`src/rtl/bus_address_router_pkg.sv`:
```
// Shared types and default address map for the single-master request router.
package bus_router_pkg;

  typedef enum logic [1:0] {
    ST_IDLE      = 2'd0,
    ST_ISSUE     = 2'd1,
    ST_WAIT_RESP = 2'd2,
    ST_RESPOND   = 2'd3
  } state_e;

  typedef enum logic [1:0] {
    RESP_OK         = 2'b00,
    RESP_TARGET_ERR = 2'b01,
    RESP_DECODE_ERR = 2'b10,
    RESP_TIMEOUT    = 2'b11
  } resp_status_e;

  localparam int DEFAULT_N_TARGETS = 4;

  // Index 0 sits in the LSBs.
  localparam logic [127:0] DEFAULT_BASE_ADDRESSES =
    {32'h43c03000, 32'h43c02000, 32'h43c01000, 32'h43c00000};

  localparam logic [31:0] DEFAULT_WINDOW_SIZE = 32'h1000;

  function automatic int sel_width(input int n);
    return (n > 1) ? $clog2(n) : 1;
  endfunction

endpackage

```
`src/rtl/bus_address_router_if.sv`:
```
// Upstream request/response bus between the bus root and the router.
interface bus_address_router_if #(
  parameter int ADDR_WIDTH = 32,
  parameter int DATA_WIDTH = 32
);
  logic                  req_valid;
  logic                  req_ready;
  logic                  req_write;
  logic [ADDR_WIDTH-1:0] req_addr;
  logic [DATA_WIDTH-1:0] req_wdata;
  logic                  resp_valid;
  logic                  resp_ready;
  logic [DATA_WIDTH-1:0] resp_rdata;
  logic [1:0]            resp_status;

  modport master (
    output req_valid, req_write, req_addr, req_wdata, resp_ready,
    input  req_ready, resp_valid, resp_rdata, resp_status
  );

  modport slave (
    input  req_valid, req_write, req_addr, req_wdata, resp_ready,
    output req_ready, resp_valid, resp_rdata, resp_status
  );
endinterface

```
`src/rtl/bus_address_router_decoder.sv`:
```
// Combinational address decode: per-target window hit, lowest-index priority
// select, offset relative to the selected base, and miss flag.
module bus_address_decoder
  import bus_router_pkg::*;
#(
  parameter int                            N_TARGETS      = DEFAULT_N_TARGETS,
  parameter int                            ADDR_WIDTH     = 32,
  parameter int                            SEL_WIDTH      = 2,
  parameter logic [N_TARGETS*ADDR_WIDTH-1:0] BASE_ADDRESSES = DEFAULT_BASE_ADDRESSES,
  parameter logic [ADDR_WIDTH-1:0]         WINDOW_SIZE    = DEFAULT_WINDOW_SIZE
) (
  input  logic [ADDR_WIDTH-1:0] addr,
  output logic [SEL_WIDTH-1:0]  sel,
  output logic [ADDR_WIDTH-1:0] offset,
  output logic                  miss
);

  logic [N_TARGETS-1:0] hit;

  // One extra bit so a window ending at the top of the address space never wraps.
  always_comb begin
    hit = '0;
    for (int i = 0; i < N_TARGETS; i++) begin
      hit[i] = ({1'b0, addr} >= {1'b0, BASE_ADDRESSES[i*ADDR_WIDTH +: ADDR_WIDTH]}) &&
               ({1'b0, addr} <  ({1'b0, BASE_ADDRESSES[i*ADDR_WIDTH +: ADDR_WIDTH]} +
                                 {1'b0, WINDOW_SIZE}));
    end
  end

  always_comb begin
    sel    = '0;
    offset = '0;
    for (int i = N_TARGETS - 1; i >= 0; i--) begin
      if (hit[i]) begin
        sel    = SEL_WIDTH'(i);
        offset = addr - BASE_ADDRESSES[i*ADDR_WIDTH +: ADDR_WIDTH];
      end
    end
  end

  assign miss = ~|hit;

endmodule

```
`src/rtl/bus_address_router.sv`:
```
// Sequential single-master to N-target request router with decode, timeout
// and sticky stuck-target tracking; one transaction outstanding at a time.
//
// state     | meaning
// ----------+----------------------------------------------------------
// IDLE      | ready for a new request, decode and capture on req_valid
// ISSUE     | t_req_valid[sel] asserted, waiting for target handshake
// WAIT_RESP | t_resp_ready[sel] asserted, waiting for target response
// RESPOND   | resp_valid held with data/status until upstream accepts
module bus_address_router
  import bus_router_pkg::*;
#(
  parameter int                              N_TARGETS      = DEFAULT_N_TARGETS,
  parameter int                              ADDR_WIDTH     = 32,
  parameter int                              DATA_WIDTH     = 32,
  parameter logic [N_TARGETS*ADDR_WIDTH-1:0] BASE_ADDRESSES = DEFAULT_BASE_ADDRESSES,
  parameter logic [ADDR_WIDTH-1:0]           WINDOW_SIZE    = DEFAULT_WINDOW_SIZE,
  parameter int                              TIMEOUT_CYCLES = 256
) (
  input  logic                            clock,
  input  logic                            reset,
  bus_address_router_if.slave             bus,
  output logic [N_TARGETS-1:0]            t_req_valid,
  input  logic [N_TARGETS-1:0]            t_req_ready,
  output logic                            t_req_write,
  output logic [ADDR_WIDTH-1:0]           t_req_addr,
  output logic [DATA_WIDTH-1:0]           t_req_wdata,
  input  logic [N_TARGETS-1:0]            t_resp_valid,
  output logic [N_TARGETS-1:0]            t_resp_ready,
  input  logic [N_TARGETS*DATA_WIDTH-1:0] t_resp_rdata,
  input  logic [N_TARGETS-1:0]            t_resp_err,
  input  logic                            clear_stuck,
  output logic [N_TARGETS-1:0]            stuck_flags,
  output logic                            busy
);

  localparam int SEL_W = sel_width(N_TARGETS);
  localparam int CNT_W = $clog2(TIMEOUT_CYCLES + 1);
  localparam logic [CNT_W-1:0] CNT_LAST = CNT_W'(TIMEOUT_CYCLES - 1);

  localparam logic [1:0] IDLE      = ST_IDLE;
  localparam logic [1:0] ISSUE     = ST_ISSUE;
  localparam logic [1:0] WAIT_RESP = ST_WAIT_RESP;
  localparam logic [1:0] RESPOND   = ST_RESPOND;

  logic [1:0]            state;
  logic [SEL_W-1:0]      sel_q;
  logic                  write_q;
  logic [ADDR_WIDTH-1:0] addr_q;
  logic [DATA_WIDTH-1:0] wdata_q;
  logic [DATA_WIDTH-1:0] rdata_q;
  logic [1:0]            status_q;
  logic [CNT_W-1:0]      cnt;

  logic [SEL_W-1:0]      dec_sel;
  logic [ADDR_WIDTH-1:0] dec_offset;
  logic                  dec_miss;
  logic [N_TARGETS-1:0]  sel_onehot;
  logic [DATA_WIDTH-1:0] sel_rdata;
  logic                  timeout_hit;

  bus_address_decoder #(
    .N_TARGETS      (N_TARGETS),
    .ADDR_WIDTH     (ADDR_WIDTH),
    .SEL_WIDTH      (SEL_W),
    .BASE_ADDRESSES (BASE_ADDRESSES),
    .WINDOW_SIZE    (WINDOW_SIZE)
  ) u_decoder (
    .addr   (bus.req_addr),
    .sel    (dec_sel),
    .offset (dec_offset),
    .miss   (dec_miss)
  );

  assign sel_onehot  = N_TARGETS'(1) << sel_q;
  assign sel_rdata   = t_resp_rdata[sel_q*DATA_WIDTH +: DATA_WIDTH];
  // >= rather than == so a handshake on the last budget cycle still times out
  // in WAIT_RESP instead of letting the counter wrap.
  assign timeout_hit = (cnt >= CNT_LAST);

  always_ff @(posedge clock or posedge reset) begin
    if (reset) begin
      state       <= IDLE;
      sel_q       <= '0;
      write_q     <= 1'b0;
      addr_q      <= '0;
      wdata_q     <= '0;
      rdata_q     <= '0;
      status_q    <= RESP_OK;
      cnt         <= '0;
      stuck_flags <= '0;
    end else begin
      if (clear_stuck) stuck_flags <= '0;
      case (state)
        IDLE: begin
          cnt <= '0;
          if (bus.req_valid) begin
            sel_q   <= dec_sel;
            write_q <= bus.req_write;
            addr_q  <= dec_offset;
            wdata_q <= bus.req_wdata;
            rdata_q <= '0;
            if (dec_miss) begin
              status_q <= RESP_DECODE_ERR;
              state    <= RESPOND;
            end else if (stuck_flags[dec_sel]) begin
              status_q <= RESP_TIMEOUT;
              state    <= RESPOND;
            end else begin
              status_q <= RESP_OK;
              state    <= ISSUE;
            end
          end
        end
        ISSUE: begin
          cnt <= cnt + CNT_W'(1);
          if (t_req_ready[sel_q]) begin
            state <= WAIT_RESP;
          end else if (timeout_hit) begin
            stuck_flags[sel_q] <= 1'b1;
            status_q           <= RESP_TIMEOUT;
            state              <= RESPOND;
          end
        end
        WAIT_RESP: begin
          cnt <= cnt + CNT_W'(1);
          if (t_resp_valid[sel_q]) begin
            status_q <= t_resp_err[sel_q] ? RESP_TARGET_ERR : RESP_OK;
            rdata_q  <= (write_q || t_resp_err[sel_q]) ? '0 : sel_rdata;
            state    <= RESPOND;
          end else if (timeout_hit) begin
            stuck_flags[sel_q] <= 1'b1;
            status_q           <= RESP_TIMEOUT;
            state              <= RESPOND;
          end
        end
        RESPOND: begin
          if (bus.resp_ready) state <= IDLE;
        end
        default: state <= IDLE;
      endcase
    end
  end

  assign bus.req_ready   = (state == IDLE);
  assign bus.resp_valid  = (state == RESPOND);
  assign bus.resp_rdata  = (state == RESPOND) ? rdata_q : '0;
  assign bus.resp_status = (state == RESPOND) ? status_q : 2'b00;

  assign t_req_valid  = (state == ISSUE) ? sel_onehot : '0;
  // Stuck targets keep their response channel open so late responses drain.
  assign t_resp_ready = ((state == WAIT_RESP) ? sel_onehot : '0) | stuck_flags;
  assign t_req_write  = write_q;
  assign t_req_addr   = addr_q;
  assign t_req_wdata  = wdata_q;
  assign busy         = (state != IDLE);

endmodule

```
`src/flat_wrapper.sv`:
```
// flat-port wrapper written by rule: the top's interface ports become plain ports
module bus_address_router_flat import bus_router_pkg::*;
#(
  parameter int                              N_TARGETS      = DEFAULT_N_TARGETS,
  parameter int                              ADDR_WIDTH     = 32,
  parameter int                              DATA_WIDTH     = 32,
  parameter logic [N_TARGETS*ADDR_WIDTH-1:0] BASE_ADDRESSES = DEFAULT_BASE_ADDRESSES,
  parameter logic [ADDR_WIDTH-1:0]           WINDOW_SIZE    = DEFAULT_WINDOW_SIZE,
  parameter int                              TIMEOUT_CYCLES = 256
)
  (clock, reset, t_req_valid, t_req_ready, t_req_write, t_req_addr, t_req_wdata, t_resp_valid, t_resp_ready, t_resp_rdata, t_resp_err, clear_stuck, stuck_flags, busy, bus_req_valid, bus_req_write, bus_req_addr, bus_req_wdata, bus_resp_ready, bus_req_ready, bus_resp_valid, bus_resp_rdata, bus_resp_status);
  bus_address_router_if #(.ADDR_WIDTH(ADDR_WIDTH), .DATA_WIDTH(DATA_WIDTH)) bus_i ();
  input  logic clock;
  input  logic reset;
  output logic [N_TARGETS-1:0] t_req_valid;
  input  logic [N_TARGETS-1:0] t_req_ready;
  output logic t_req_write;
  output logic [ADDR_WIDTH-1:0] t_req_addr;
  output logic [DATA_WIDTH-1:0] t_req_wdata;
  input  logic [N_TARGETS-1:0] t_resp_valid;
  output logic [N_TARGETS-1:0] t_resp_ready;
  input  logic [N_TARGETS*DATA_WIDTH-1:0] t_resp_rdata;
  input  logic [N_TARGETS-1:0] t_resp_err;
  input  logic clear_stuck;
  output logic [N_TARGETS-1:0] stuck_flags;
  output logic busy;
  input wire logic [$bits(bus_i.req_valid)-1:0] bus_req_valid;
  input wire logic [$bits(bus_i.req_write)-1:0] bus_req_write;
  input wire logic [$bits(bus_i.req_addr)-1:0] bus_req_addr;
  input wire logic [$bits(bus_i.req_wdata)-1:0] bus_req_wdata;
  input wire logic [$bits(bus_i.resp_ready)-1:0] bus_resp_ready;
  output wire logic [$bits(bus_i.req_ready)-1:0] bus_req_ready;
  output wire logic [$bits(bus_i.resp_valid)-1:0] bus_resp_valid;
  output wire logic [$bits(bus_i.resp_rdata)-1:0] bus_resp_rdata;
  output wire logic [$bits(bus_i.resp_status)-1:0] bus_resp_status;
  assign bus_i.req_valid = bus_req_valid;
  assign bus_i.req_write = bus_req_write;
  assign bus_i.req_addr = bus_req_addr;
  assign bus_i.req_wdata = bus_req_wdata;
  assign bus_i.resp_ready = bus_resp_ready;
  assign bus_req_ready = bus_i.req_ready;
  assign bus_resp_valid = bus_i.resp_valid;
  assign bus_resp_rdata = bus_i.resp_rdata;
  assign bus_resp_status = bus_i.resp_status;
  bus_address_router #(.N_TARGETS(N_TARGETS), .ADDR_WIDTH(ADDR_WIDTH), .DATA_WIDTH(DATA_WIDTH), .BASE_ADDRESSES(BASE_ADDRESSES), .WINDOW_SIZE(WINDOW_SIZE), .TIMEOUT_CYCLES(TIMEOUT_CYCLES)) u_core (.clock(clock), .reset(reset), .bus(bus_i), .t_req_valid(t_req_valid), .t_req_ready(t_req_ready), .t_req_write(t_req_write), .t_req_addr(t_req_addr), .t_req_wdata(t_req_wdata), .t_resp_valid(t_resp_valid), .t_resp_ready(t_resp_ready), .t_resp_rdata(t_resp_rdata), .t_resp_err(t_resp_err), .clear_stuck(clear_stuck), .stuck_flags(stuck_flags), .busy(busy));
endmodule
```
`config.mk`:
```
export PLATFORM = sky130hd
export DESIGN_NAME = bus_address_router_flat
export DESIGN_NICKNAME = d
export VERILOG_FILES = /design/src/rtl/bus_address_router_pkg.sv /design/src/rtl/bus_address_router_if.sv /design/src/rtl/bus_address_router_decoder.sv /design/src/rtl/bus_address_router.sv /design/src/flat_wrapper.sv
export SDC_FILE = /design/constraint.sdc
export NUM_CORES = 1
export LEC_CHECK = 0
export ABC_CLOCK_PERIOD_IN_PS = 5000
export BUFFER_PORTS_ARGS = -buffer_cell sky130_fd_sc_hd__buf_2
export CAP_MARGIN = 20
export CORE_MARGIN = 4
export CORE_UTILIZATION = 40
export DETAILED_ROUTE_END_ITERATION = 12
export HOLD_SLACK_MARGIN = 0.12
export PLACE_DENSITY = 0.8
export SLEW_MARGIN = 20
export SYNTH_ARGS = -nofsm -noshare
export SYNTH_HDL_FRONTEND = slang
export SYNTH_SLANG_ARGS = --single-unit
export TNS_END_PERCENT = 50
```
`constraint.sdc`:
```
create_clock -name clock -period 5 [get_ports clock]
set_input_delay 0.75 -clock clock [delete_from_list [all_inputs] [get_ports clock]]
set_output_delay 0.75 -clock clock [all_outputs]
set_load 0.05 [all_outputs]
```
* After elaboration in Yosys (flattened, before gate mapping) *
Index checks and enable logic that the tools add are counted.

storage, ports and cells
  register bits = 116
  input port bits = 210
  output and inout bits = 114

cells by class
  add/subtract/negate cells = 5
  magnitude comparators = 12
  equality and inequality tests = 7
  shifts and indexed selects = 2
  multiplexer cells = 48
  bitwise operators = 2
  reduce and logical (&&, ||, !) cells = 17

operators with widths
  cell                                                                            count
  32-bit 2-to-1 mux                                                               8
  32-bit by 31-bit >= comparator with 1-bit output, second input constant         4
  32-bit by 31-bit less-than comparator with 1-bit output, second input constant  4
  128-bit by 8-bit indexed part select with 32-bit output                         1
  32-bit by 31-bit subtractor with 32-bit output, second input constant           4
  32-bit case mux with 2 select lines                                             1
  2-bit 2-to-1 mux                                                                18
  4-bit 2-to-1 mux                                                                6
  9-bit case mux with 2 select lines                                              1
  9-bit by 1-bit adder with 9-bit output, second input constant                   1
  9-bit by 8-bit >= comparator with 1-bit output, second input constant           1
  1-bit binary-select mux with 2-bit select                                       4
  4-bit OR                                                                        2
  2-bit case mux with 4 select lines                                              1
  4-bit case mux with 2 select lines                                              1
  2-bit by 3-bit less-than comparator with 1-bit output, second input constant    2
  1-bit 2-to-1 mux                                                                6
  2-bit inequality test, second input constant                                    3
  2-bit case mux with 3 select lines                                              1
  3-bit AND reduction                                                             2
  2-bit nonzero test                                                              3
  1-bit logical AND                                                               5
  2-bit == test, second input constant                                            2
  2-bit AND reduction                                                             2
  other kinds (10)                                                                10

* Longest topological paths before layout *
Gate-level depths: netlist (run 1).

  word-level depth = 12
  mapped depth = 9

* Hierarchy *
A second synthesis (run 1) with hierarchy kept.

unflattened totals
  cell total of the unflattened synthesis = 575
  area total of the unflattened synthesis = 6,867.8 um^2

modules (own cells, without submodules)
  module               instances  cells an instance  area an instance (um^2)  seq. area each (um^2)
  bus_address_router   1          437                5,923.2                  2,902.8
  bus_address_decoder  1          138                944.7                    0.0

* Least setup slack after synthesis (run 1) *
No wires, ideal clock.

  path type = input-to-reg
  from = input bus_req_addr[28]
  to = register u_core.status_q[1]
  setup time = 0.124 ns
  arrival time = 2.886 ns
  data required time = 4.876 ns
  setup slack = 1.991 ns
  cell stages on the path = 8
  path buffers = 1
  path through = or4_4 buf_6 or2_4 or4_4 nand2_1 o2bb2ai_1 o221ai_1 o31a_1

between the ends
  cells in the longest elaborated chain, start to end = 12
  elaborated cells on any way between the ends = 23
  those cells by class = order compare (8); mux (10); reduce/logical (5)

RTL lines
  element                                                                                                                             RTL line                                                            source
  start, declared                                                                                                                     flat_wrapper.sv:29                                                  input wire logic [$bits(bus_i.req_addr)-1:0] bus_req_addr;
  32-bit by 31-bit >= comparator with 1-bit output / 32-bit by 31-bit less-than comparator with 1-bit output (equally long branches)  bus_address_router_decoder.sv:24, bus_address_router_decoder.sv:25
  1-bit logical AND                                                                                                                   bus_address_router_decoder.sv:24                                    hit[i] = ({1'b0, addr} >= {1'b0, BASE_ADDRESSES[i*ADDR_WIDTH +: ADDR_WIDTH]}) &&
  2-bit 2-to-1 mux (4 in a row)                                                                                                       bus_address_router_decoder.sv:34                                    if (hit[i]) begin
  1-bit binary-select mux with 2-bit select                                                                                           bus_address_router.sv:106                                           end else if (stuck_flags[dec_sel]) begin
  1-bit 2-to-1 mux (not written as such)                                                                                              bus_address_router.sv:106
  2-bit 2-to-1 mux                                                                                                                    bus_address_router.sv:106
  2-bit 2-to-1 mux *                                                                                                                  bus_address_router.sv:103                                           if (dec_miss) begin
  2-bit 2-to-1 mux *                                                                                                                  bus_address_router.sv:97                                            if (bus.req_valid) begin
  2-bit case mux with 3 select lines *                                                                                                bus_address_router.sv:94                                            case (state)
  end signal, assigned                                                                                                                bus_address_router.sv:128                                           status_q <= t_resp_err[sel_q] ? RESP_TARGET_ERR : RESP_OK;
  end, declared                                                                                                                       bus_address_router.sv:52                                            logic [1:0] status_q;

Every way passes the cells marked *; elsewhere a longest branch is shown, timed or not. The select of a mux whose other input is x is not followed.
A chain may end at the register's enable or synchronous reset.

* Final worst setup path (run 1) *
  from = register u_core.state[1]
  to = output bus_resp_rdata[5]

between the ends
  cells in the longest elaborated chain, start to end = 2

RTL lines
  element                 RTL line                   source
  start, declared         bus_address_router.sv:46   logic [1:0] state;
  start signal, assigned  bus_address_router.sv:83   state <= IDLE;
  start signal, assigned  bus_address_router.sv:105  state <= RESPOND;
  start signal, assigned  bus_address_router.sv:108  state <= RESPOND;
  2-bit == test           bus_address_router.sv:147  assign bus.resp_rdata = (state == RESPOND) ? rdata_q : '0;
  32-bit 2-to-1 mux       bus_address_router.sv:147
  end, declared           flat_wrapper.sv:34         output wire logic [$bits(bus_i.resp_rdata)-1:0] bus_resp_rdata;

Every way passes these cells.

==> flow_metrics.py, run 1 <==
metrics = {
    "finish": {
        "multiInputGateArea_um2": 3570,
        "nFillCells": 1480,
        "nNetsFinal": 1245,
        "final-seq-area_um2": 2905,
        "drive_above_1_share": 0.4027,
        "antenna_cells": 0,
        "area_growth_pct": 35.28,
        "fin_area_um2": 9057,
    },
    "min_path": {
        "holdCritPathClass": "input port to async pin",
    },
    "cts": {
        "htree_levels": 4,
        "cts_sinks": 116,
        "clkTransAtPathRegs_ns": 0.06,
        "cts_inserted_buffers": 17,
        "cts_resized": 0,
        "ctsHoldBuffers": 0,
        "cts_root_buffer": "clkbuf_16",
        "cts.path.max_buffers": 2,
        "cts_setup_buffers": 0,
        "cts_tree": "built",
        "worstSkewPairLatency_ns": 0.41,
    },
    "die": {
        "dieArea_um2": 18870,
        "die_height_um": 137.4,
        "die_w_um": 137.4,
        "ios": 324,
        "rows": 47,
        "start_util": 0.4066,
        "fp.coreArea_um2": 16470,
    },
    "place": {
        "io_buffers": 323,
        "dpl_cell_area_um2": 8471,
        "routabilityCongestion": 0.9090,
        "dp_hpwl_um": 17070,
    },
    "global_route": {
        "grt_pass1_vias": 6364,
        "grt_max_degree": 65,
        "overflow": 0,
        "grt_use_total": 0.2248,
        "antenna_found_initial": 2,
        "grt_pass1_wl_um": 32820,
    },
    "synthesis": {
        "synth_fa_ha_area_frac": 0.02803,
        "synth_async_sr_flop_share": 1.000,
        "synth_top_area_cell": "dfrtp_1",
        "synthSimpleGateAreaFrac": 0.2512,
        "synth_edf_count": 0,
        "synth_top_family_by_area": "simple AND/OR/NAND/NOR gates",
        "ys_seq_area_frac": 0.4336,
        "yosys.area.top_type_share": 0.4336,
        "yosysWarningCount": 0,
        "synth_seq_cells": 116,
        "synth-compound-area-share": 0.1232,
        "synth_cell_types": 64,
        "synth_fp_nets": 938,
        "synth_cells": 713,
        "synth_xor_area_frac": 0.007849,
        "synthMuxAreaShare": 0.1224,
        "synth_flop_cell": "dfrtp_1",
        "synth_area_um2": 6695,
        "synth_area_per_cell_um2": 9.390,
        "synth_area_leaders": "dfrtp_1, mux4_2, nand2_1",
    },
    "pwr": {
        "leakagePower_nw": 4.650,
        "powerDensity_nw_per_um2": 506.3,
        "ir_drop_mv": 0.5159,
        "switching_share": 0.4556,
        "p_int_mw": 2.496,
        "p_switching_mw": 2.090,
        "clockPowerShare": 0.259,
        "pwr-share-seq": 0.304,
        "comb_power_share": 0.437,
    },
    "timing": {
        "layout_min_cycle_time_ns": 3.076,
        "rsz0062_at_grt": "no",
        "setup_viol_count_final": 0,
        "fin_tns_setup_ns": 0,
        "max_freq_mhz": 325.0,
        "finalHoldViolCount": 0,
        "worst_pin_slew_ns": 1.045,
        "finalCritPeriodShare": 0.6153,
        "slew_violations": 0,
        "max_slew_margin": 0.3031,
        "finClkSkew_ns": 0.006682,
    },
    "route": {
        "wirelength_um": 21910,
        "dr_total_vias": 6518,
        "wl_per_cell_um": 17.48,
        "first_pass_iters": 5,
        "postRouteAntennaNets": 0,
        "drc": 0,
        "drt_first_iter_violations": 388,
        "drt-vias-per-instance": 5.202,
    },
    "critical_path": {
        "worst_setup_path_start_kind": "flip-flop",
        "critical_path.max_stage_delay_ns": 0.88,
        "worstPathMaxFanout": 36,
        "critPathKind": "flip-flop to output pin",
        "crit_required_ns": 4.25,
        "arrival_ns": 2.33,
        "end_kind": "output pin",
        "worstPathCellList": "ha_1 -> and2_1 -> buf_2",
        "crit_slowest_cell": "ha_1",
    },
    "status": {
        "status": "finished clean",
    },
    "run": {
        "drv_cap": 0,
    },
}
==> cells in the mapped netlist (3+ instances only) <==
cell type	count
inv_1	17
nor4_1	7
nor3_1	8
nor2_1	35
nand2_1	189
xnor2_1	3
o21ai_0	45
xor2_1	3
clkbuf_1	30
o21bai_1	3
nand4_1	3
a31oi_1	4
a22o_1	13
or3_1	8
ha_1	15
o221ai_1	3
nand3_1	13
o31ai_1	5
buf_1	7
and3_1	4
nand4b_1	3
nand2b_1	34
mux4_2	35
a21oi_1	20
a21o_1	4
dfrtp_1	116
and2_1	38
==> kinds of logic (layout without fill, tap and decap cells) <==
group,Yosys count,count (layout)
simple gates,356,356
compound gates,125,125
flops,116,116
buf+inv,57,377
mux,38,38
fa+ha+maj,15,15
xor+xnor,6,6
==> sequential cells by signal (all words and copies together) (netlist names) <==
register and flops:
u_core.t_req_wdata 32, u_core.t_req_write 1, u_core.stuck_flags 4, u_core.state 2, u_core.sel_q 2, u_core.rdata_q 32, u_core.status_q 2, u_core.t_req_addr 32
u_core.cnt 9
==> cell type report <==
type / instances / area share
multi-input combinational: 540 / 0.3941
sequential: 116 / 0.3208
timing repair buffer: 328 / 0.1826
clock buffer: 19 / 0.05001
tap: 220 / 0.03039
clock inverter: 13 / 0.01478
inverter: 17 / 0.007321
==> routing by layer <==
metal / vias up / track usage / share of wire
li1: 3105 / - / -
met1: 3086 / 0.2852 / 0.41
met2: 281 / 0.3665 / 0.48
met3: 42 / 0.06428 / 0.083
met4: 4 / 0.08259 / 0.023
met5: - / 0 / 0.0011
==> path summary, 6_finish.rpt <==
path / startpoint / to / slack (ns) / depth (start not counted)
worst max-delay path: u_core.state[1] / bus_resp_rdata[5] / 1.92 / 3
worst min-delay path: reset / u_core.t_req_wdata[0] / 0.33 / 2
worst max register to register: u_core.sel_q[1] / u_core.rdata_q[25] / 2.04 / 4
worst min register to register: u_core.rdata_q[22] / u_core.rdata_q[22] / 0.47 / 2
max in group asynchronous: reset / u_core.rdata_q[14] / 3.62 / 3
min in group clock: u_core.rdata_q[22] / u_core.rdata_q[22] / 0.47 / 2
==> worst max-delay path, delay by kind of cell (launching register included) <==
kind                     cells  cell delay, ns
buffers and inverters        1            0.29
AND/OR/NAND/NOR              1            0.30
adder cells (fa/ha/maj)      1            0.88
flip-flops                   1            0.43
==> layout by cell type, fill, tap and decap left out, drive strengths merged, types with 4 or more instances in the layout <==
cell type	n
a21o	5
a21oi	22
a22o	13
a31oi	4
and2	39
and3	4
buf	328
clkbuf	19
clkinv	5
clkinvlp	6
dfrtp	116
ha	15
inv	17
mux4	35
nand2	189
nand2b	34
nand3	13
nor2	35
nor3	9
nor4	8
o21ai	47
o31ai	5
or3	8
==> power by group through the flow <==
stage               Clock (mW)  Combinational, mW  Sequential [mW]
floorplan                    0              0.960             1.91
global placement             0               1.97             1.39
detailed placement           0               2.02             1.40
CTS                       1.21               2.02             1.39
global route              1.25               2.17             1.43
finish                    1.19               2.00             1.39
==> stage by stage <==
stage          power (mW)  setup WS (ns)  hold WS, ns  utilization  std cells
6_report            4.586          1.924       0.3270       0.5501       1253
5_1_grt             4.850          1.777       0.3457       0.5501       1253
4_1_cts             4.620          1.939       0.3263       0.5501       1253
3_5_place_dp        3.415          1.693       0.4581       0.5144       1221
3_3_place_gp        3.362          1.629       0.4457       0.5144       1221
2_1_floorplan       2.867          1.178       0.4418            -        713
No activity file was read; power rests on OpenSTA's default activity.
==> run 2, diff against run 1 <==
--- a/config.mk
+++ b/config.mk
@@ -5,14 +5,14 @@
 export SDC_FILE = /design/constraint.sdc
 export NUM_CORES = 1
 export LEC_CHECK = 0
-export ABC_CLOCK_PERIOD_IN_PS = 5000
+export ABC_CLOCK_PERIOD_IN_PS = 2800
 export BUFFER_PORTS_ARGS = -buffer_cell sky130_fd_sc_hd__buf_2
 export CAP_MARGIN = 20
 export CORE_MARGIN = 4
 export CORE_UTILIZATION = 40
 export DETAILED_ROUTE_END_ITERATION = 12
 export HOLD_SLACK_MARGIN = 0.12
-export PLACE_DENSITY = 0.8
+export PLACE_DENSITY = 0.83
 export SLEW_MARGIN = 20
 export SYNTH_ARGS = -nofsm -noshare
 export SYNTH_HDL_FRONTEND = slang
==> constraint.sdc (replaced) <==
create_clock -name clock -period 2.8 [get_ports clock]
set_input_delay 0.42 -clock clock [delete_from_list [all_inputs] [get_ports clock]]
set_output_delay 0.42 -clock clock [all_outputs]
set_load 0.05 [all_outputs]
==> run 2 against run 1 <==
Utilization grew 1.2 points. Combinational power grew 81%. Non-clock buffer count grew 19. Worst hold slack lost 0.15 ns. Critical path type is now flip-flop to flip-flop. Critical endpoint is now u_core.rdata_q[26].
==> flow_metrics.py, run 2 (same netlist as run 1, synthesis figures left out) <==
metrics = {
    "route": {
        "drt_first_iter_violations": 404,
        "wirelength_um": 21750,
        "dr_total_vias": 6585,
        "wl_per_cell_um": 17.08,
        "drt-vias-per-instance": 5.173,
        "first_pass_iters": 5,
        "postRouteAntennaNets": 0,
        "drc": 0,
    },
    "place": {
        "place_ws_ns": -0.01481,
        "dp.cells": 1240,
        "dpl_cell_area_um2": 8652,
        "routabilityCongestion": 0.9456,
        "dp_hpwl_um": 16960,
        "io_buffers": 323,
    },
    "pwr": {
        "ir_drop_mv": 0.6457,
        "p_total_mw": 8.275,
        "leakagePower_nw": 4.770,
        "powerDensity_nw_per_um2": 894.6,
    },
    "cts": {
        "cts.path.max_buffers": 2,
        "cts_sinks": 116,
        "cts_inserted_buffers": 17,
        "ctsHoldBuffers": 0,
        "worstSkewPairLatency_ns": 0.41,
        "cts_root_buffer": "clkbuf_16",
        "cts_tree": "built",
        "cts_setup_buffers": 0,
        "cts_resized": 0,
        "htree_levels": 4,
        "clkTransAtPathRegs_ns": 0.06,
    },
    "critical_path": {
        "arrival_ns": 2.67,
        "worstPathMaxFanout": 64,
        "end_kind": "flip-flop",
        "crit_required_ns": 3.06,
        "worst_setup_path_start_kind": "flip-flop",
        "critPathKind": "flip-flop to flip-flop",
    },
    "global_route": {
        "grt_max_degree": 70,
        "grt_pass1_wl_um": 32570,
        "grt_use_total": 0.2227,
        "overflow": 0,
        "antenna_found_initial": 1,
        "grt_pass1_vias": 6381,
    },
    "timing": {
        "layout_min_cycle_time_ns": 2.417,
        "setup_viol_count_final": 0,
        "layout_setup_ws_ns": 0.3827,
        "fin_tns_setup_ns": 0,
        "rsz0062_at_grt": "no",
        "slew_violations": 0,
        "max_slew_margin": 0.4176,
        "whs_ns": 0.1789,
        "finalCritPeriodShare": 0.8633,
        "finalHoldViolCount": 0,
        "worst_pin_slew_ns": 0.8718,
        "finClkSkew_ns": 0.006015,
        "max_freq_mhz": 413.7,
    },
    "die": {
        "ios": 324,
        "die_height_um": 137.4,
        "fp.coreArea_um2": 16470,
        "start_util": 0.4066,
        "rows": 47,
        "die_w_um": 137.4,
        "dieArea_um2": 18870,
    },
    "run": {
        "drv_cap": 0,
    },
    "min_path": {
        "holdCritPathClass": "input port to async pin",
    },
    "finish": {
        "layoutNonFillerInstCount": 1273,
        "final_common_cell": "buf_2",
        "nNetsFinal": 1264,
        "area_growth_pct": 38.16,
        "utilization": 0.5618,
        "drive_above_1_share": 0.4135,
        "final_cell_mix": "buf_2, nand2_1, dfrtp_1, o21ai_0, and2_1",
        "fin_area_um2": 9250,
    },
    "status": {
        "status": "finished clean",
    },
}
[run 2: routing by layer]
layer	wire length, um	track usage	share of wire	vias up
met5	0	0	0	-
met4	407	0.07373	0.019	0
met3	1858	0.06538	0.085	34
met2	10600	0.3657	0.49	306
met1	8885	0.2827	0.41	3116
li1	-	-	-	3129
[run 2: layout make-up]
type / instances / area, um^2
Antenna cell: 1 / 2.502
Timing Repair Buffer: 347 / 1834
Clock inverter: 12 / 128.9
Tap cell: 220 / 275.3
Fill cell: 1496 / 7216
Multi-Input combinational cell: 540 / 3570
Inverter: 17 / 67.56
Clock buffer: 20 / 466.7
Sequential cell: 116 / 2905
[run 2: power by group]
part	internal (mW)	switching (mW)	total, mW
clock	1.38	0.798	2.18
combinational	0.955	2.66	3.62
sequential	2.20	0.287	2.48
total	4.53	3.75	8.28
[run 2: worst paths after layout]
path	startpoint	end	slack, ns	cells after the start
max in group asynchronous	reset	u_core.t_req_addr[1]	1.91	3
worst min register to register	u_core.t_req_addr[16]	u_core.t_req_addr[16]	0.47	2
worst max register to register	u_core.sel_q[0]	u_core.rdata_q[26]	0.38	5
worst max-delay path	u_core.sel_q[0]	u_core.rdata_q[26]	0.38	5
min in group clock	bus_req_wdata[15]	u_core.t_req_wdata[15]	0.19	3
worst min-delay path	reset	u_core.t_req_wdata[3]	0.18	2
[run 2: critical path, stage by stage (launching register included)]
cell and delay [ns]:
dfrtp_2 0.59, mux4_2 0.60, nor2_1 0.23, or3_2 0.17, buf_4 0.43, o21ai_0 0.20
